## src/rtl/multi_timer.sv

```systemverilog
// Multi-channel down-counting timer with one-shot / auto-reload expiry pulses.
// Optional shared tick prescaler enabled by defining TIMER_PRESCALER_EN.
module multi_timer #(
  parameter int WIDTH      = 9,
  parameter int CHANNELS   = 4,
  parameter int PRESCALE_W = 4
) (
  input  logic                      clock,
  input  logic                      reset,
  input  logic                      count_en,
  input  logic [CHANNELS-1:0]       load,
  input  logic [CHANNELS*WIDTH-1:0] load_value,
  input  logic [CHANNELS-1:0]       auto_reload,
  input  logic [CHANNELS-1:0]       stop,
`ifdef TIMER_PRESCALER_EN
  input  logic [PRESCALE_W-1:0]     prescale,
`endif
  output logic [CHANNELS-1:0]       out,
  output logic [CHANNELS-1:0]       busy,
  output logic [CHANNELS*WIDTH-1:0] count
);

  typedef enum logic {IDLE, RUN} state_t;

  logic tick;

`ifdef TIMER_PRESCALER_EN
  logic [PRESCALE_W-1:0] pre_cnt;

  // Free-running divider: never reset by loads, wraps to 0 on each tick.
  always_ff @(posedge clock or negedge reset) begin
    if (!reset) begin
      pre_cnt <= '0;
    end else if (count_en) begin
      if (pre_cnt == prescale) pre_cnt <= '0;
      else                     pre_cnt <= pre_cnt + PRESCALE_W'(1);
    end
  end

  assign tick = count_en && (pre_cnt == prescale);
`else
  assign tick = count_en;
`endif

  for (genvar g = 0; g < CHANNELS; g++) begin : g_ch
    state_t           state;
    logic [WIDTH-1:0] cnt;
    logic [WIDTH-1:0] reload;
    logic             mode;
    logic             pulse;
    logic [WIDTH-1:0] lv;

    assign lv = load_value[g*WIDTH +: WIDTH];

    always_ff @(posedge clock or negedge reset) begin
      if (!reset) begin
        state  <= IDLE;
        cnt    <= '0;
        reload <= '0;
        mode   <= 1'b0;
        pulse  <= 1'b0;
      end else begin
        pulse <= 1'b0;
        if (load[g]) begin
          cnt    <= lv;
          reload <= lv;
          mode   <= auto_reload[g];
          // A zero period expires immediately and never enters RUN.
          if (lv != '0) begin
            state <= RUN;
          end else begin
            state <= IDLE;
            pulse <= 1'b1;
          end
        end else if (stop[g]) begin
          if (state == RUN) begin
            cnt   <= '0;
            state <= IDLE;
          end
        end else if (tick && state == RUN) begin
          if (cnt > WIDTH'(1)) begin
            cnt <= cnt - WIDTH'(1);
          end else begin
            pulse <= 1'b1;
            if (mode) begin
              cnt <= reload;
            end else begin
              cnt   <= '0;
              state <= IDLE;
            end
          end
        end
      end
    end

    assign out[g]                   = pulse;
    assign busy[g]                  = (state == RUN);
    assign count[g*WIDTH +: WIDTH]  = cnt;
  end

endmodule

```

## config.mk

```make
export PLATFORM = sky130hd
export DESIGN_NAME = multi_timer
export DESIGN_NICKNAME = d
export VERILOG_FILES = /design/src/rtl/multi_timer.sv
export SDC_FILE = /design/constraint.sdc
export NUM_CORES = 1
export LEC_CHECK = 0
export BUFFER_PORTS_ARGS = -buffer_cell sky130_fd_sc_hd__buf_2
export CORE_AREA = 2 2 69 136
export CTS_CLUSTER_SIZE = 10
export DETAILED_ROUTE_END_ITERATION = 12
export DIE_AREA = 0 0 71 138
export PLACE_DENSITY_LB_ADDON = 0.3
export SYNTH_ARGS = -nofsm -noshare
export SYNTH_HDL_FRONTEND = slang
export SYNTH_SLANG_ARGS = --single-unit
```

## constraint.sdc

```tcl
create_clock -name clock -period 2.8 [get_ports clock]
set_clock_uncertainty 0.15 [all_clocks]
set_input_delay 0 -clock clock [delete_from_list [all_inputs] [get_ports clock]]
set_output_delay 0 -clock clock [all_outputs]
set_load 0.02 [all_outputs]
```

==> impl_metrics.toml <==
[outcome]
status = "completed"

[floorplanning]
die_x_um = 71
die_area_um2 = 9800
rows = 49
core-area_um2 = 8890
ios = 95
die_height_um = 138
initial_core_util_pct = 52.3

[logic_synthesis]
synth_edf_count = 0
synth.top_cell.area_share_pct = 45.2
yosysWarnings = 0
synth_cell_types = 63
async_flop_share_pct = 100
synth_area_um2 = 4650
ys_seq_elements = 84
syn_nets = 498
netlist_instances = 439
yosysTopAreaCell = "dfrtp_1"
synth.area.top_cells = "dfrtp_1 45%, mux2_2 8.5%, a22oi_1 2.9%, ha_1 2.2%, o21ai_0 2.2%"
ys.flop_type = "dfrtp_1"
avgSynthCellArea_um2 = 10.6
seq_area_frac_synth_pct = 45.2

[global_routing]
grt-ovfl-total = 0
grt_max_degree = 85
antenna_found_initial = 0
grt_usage_pct = 26.5
grt_pass1_wl_mm = 21.1
first_global_vias = 4435

[place]
place_ws_ns = 0.515
dpl-instance-area_um2 = 5140
port_buffers = 94
hpwl_mm = 8.32
place.gp.congestion = 0.924
dp.cells = 611

[power]
power_density_nw_per_um2 = 592
ir_worst_vdd_v = 0.000360
total_power_uw = 3550
p_leak_uw = 0.00267

[timing]
setup_viol = 0
setup_slack_ns = 0.317
worstMarginPinSlew_ns = 1.08
post-route-min-period_ns = 2.48
fin_crit_sh_pct = 88.7
drv_slew = 0
setup_tns_ns = 0
slew_headroom_pct = 27.7
fmax_ghz = 0.403
rsz0062_at_grt = "no"
hold_violations = 0

[setup_path]
slowest_stage = "dlygate4sd3_1"
path_delay_family = "buffers and inverters"
cp-end-kind = "flop"
r2r_setup_slack_ns = 0.32
critical_path_peak_fanout = 7
path_buf_inv = 2
worstPathArrival_ns = 2.55
worstSetupStartpoint = "g_ch[1].cnt[1]"
worstReg2RegStart = "g_ch[1].cnt[1]"
path_class = "flop to flop"
startpoint_type = "flop"
r2r_cells = 7
path_depth = 7
crit_chain = "inv_1 -> ha_1 -> o21bai_1 -> nand4b_1 -> nor3b_1 -> o41ai_1 -> dlygate4sd3_1"
worst_ep_required_time_ns = 2.87
endpoint = "g_ch[1].state"
critPathMaxStageDelay_ns = 0.58
timing.rr.end = "g_ch[1].state"

[drt]
drtIter0Drc = 343
remaining_drc_errors = 0
vias = 4228
firstDrtPassIters = 6
avgRoutedWirePerCell_um = 18.5
viasPerCell = 6.25
drt_wl_total_mm = 12.5
antenna_left = 0

[clock_tree]
clock_latency_ns = 0.34
cts_htree_levels = 3
numCtsBuffers = 9
clock-sinks = 84
clk_pin_slew_worst_paths_ns = 0.06
cts-root-buf = "clkbuf_16"
cts_buffer_depth = 2
cts_tree = "done"
postCtsSetupRepairBufs = 0

[job]
cap_viol_max_count = 0

[hold_path]
holdCritPathClass = "input pin to flop"
whs_path_depth = 3

[layout]
fin_cells = 677
num_antenna_cells = 0
fin_nets = 629
final_area_um2 = 5990
syn2layout_area_growth_pct = 28.8
drive_gt1_share_pct = 29.2
cells in the final DEF, fill, tap and decap left out, drive strengths merged, types with 4 or more instances in the layout:
cell type    instances
a211o                4
a221o                5
a222oi               7
a22o                10
a22oi               18
and3                 8
buf                 99
clkbuf              10
dfrtp               84
dlygate4sd3         50
ha                   8
inv                 24
mux2                35
nand2               20
nand3               16
nand4               14
nand4b               5
nor2                17
nor3                14
nor3b                6
nor4                10
o21a                 4
o21ai               20
o311ai               7
o41ai                4
or3                  6
xnor2                7
xor2                11
cells in the mapped netlist, types with 2 or more instances:
cell type / instances
or4_1: 2
nor3_1: 14
nor4bb_1: 2
ha_1: 8
buf_2: 2
o221ai_1: 3
and4bb_2: 2
o22ai_1: 2
clkbuf_1: 17
o311ai_0: 7
nand2b_1: 2
nand4_1: 14
mux2i_1: 3
or3_1: 5
nand2_1: 20
and3_1: 8
xnor2_1: 7
nor4_1: 8
dfrtp_1: 84
nor2_1: 17
o21ba_2: 2
xor2_1: 11
o21ai_0: 20
mux2_2: 35
inv_1: 24
a22o_1: 9
a31oi_1: 2
a222oi_1: 7
nand3_1: 16
o21a_1: 4
o21bai_1: 2
buf_4: 8
nand3b_1: 2
o211ai_1: 2
a21oi_1: 3
nand4b_1: 5
nor3b_1: 6
a211o_1: 4
a21boi_0: 3
a22oi_1: 18
o31a_2: 2
a221o_2: 4
o41ai_1: 3
metrics by stage:
step / hold WS (ns) / util, %
finish: 0.0295 / 67.4
CTS: 0.0133 / 67.4
floorplan: -0.446 / -
detailed placement: 0.0852 / 57.8
global route: 0.0597 / 67.4
global placement: 0.0826 / 57.8
registers in the layout (all words and copies together) (netlist names):
signal / count
g_ch.cnt: 36
g_ch.state: 4
g_ch.mode: 4
g_ch.reload: 36
g_ch.pulse: 4
metal layers:
layer / global-route usage (%) / up-vias / share of wire [%]
li1: - / 1941 / -
met4: 13.3 / 0 / 4.1
met1: 30.4 / 2062 / 38
met3: 4.88 / 42 / 5.1
met5: 0 / - / 0
met2: 46.1 / 183 / 53
report_power, final:
group	switching, µW	total [µW]	internal [µW]
Sequential	140	1470	1330
Clock	491	1390	896
Combinational	376	692	316
worst reg2reg max path: cells and delay by family, from the launching register on:
family | cells | cell delay, ns
AO/OA/AOI/OAI | 2 | 0.26
adder cells (fa/ha/maj) | 1 | 0.16
buffers and inverters | 2 | 0.68
flip-flops | 1 | 0.44
AND/OR/NAND/NOR | 2 | 0.66
what timing repair did:
item                      CTS  global route
hold buffers               50             0
resized for setup           0             0
hold endpoints to repair  168             0
worst min path at each step:
stage,startpoint,to,slack [ns]
floorplan,reset,g_ch[0].cnt[0],-0.45
global placement,stop[1],g_ch[1].state,0.08
detailed placement,auto_reload[2],g_ch[2].mode,0.09
CTS,load[1],g_ch[1].reload[5],0.01
global route,load[1],g_ch[1].reload[5],0.06
finish,load[1],g_ch[1].reload[5],0.03
layout make-up:
type | count | area, µm²
Tap cell | 102 | 128
Clock inverter | 6 | 111
Sequential cell | 84 | 2100
Clock buffer | 10 | 239
Fill cell | 676 | 2900
Inverter | 24 | 90.1
Timing Repair Buffer | 149 | 1010
Multi-Input combinational cell | 302 | 2310
logic make-up after synthesis:
family,count (synthesis),synth area share [%]
AO/OA/AOI/OAI,107,18.3
XOR/XNOR,18,3.39
flip-flops,84,45.2
adder cells (fa/ha/maj),8,2.15
multiplexers,38,9.12
AND/OR/NAND/NOR,131,16.7
buffers and inverters,53,5.14
Power figures use the tool's default switching activity.
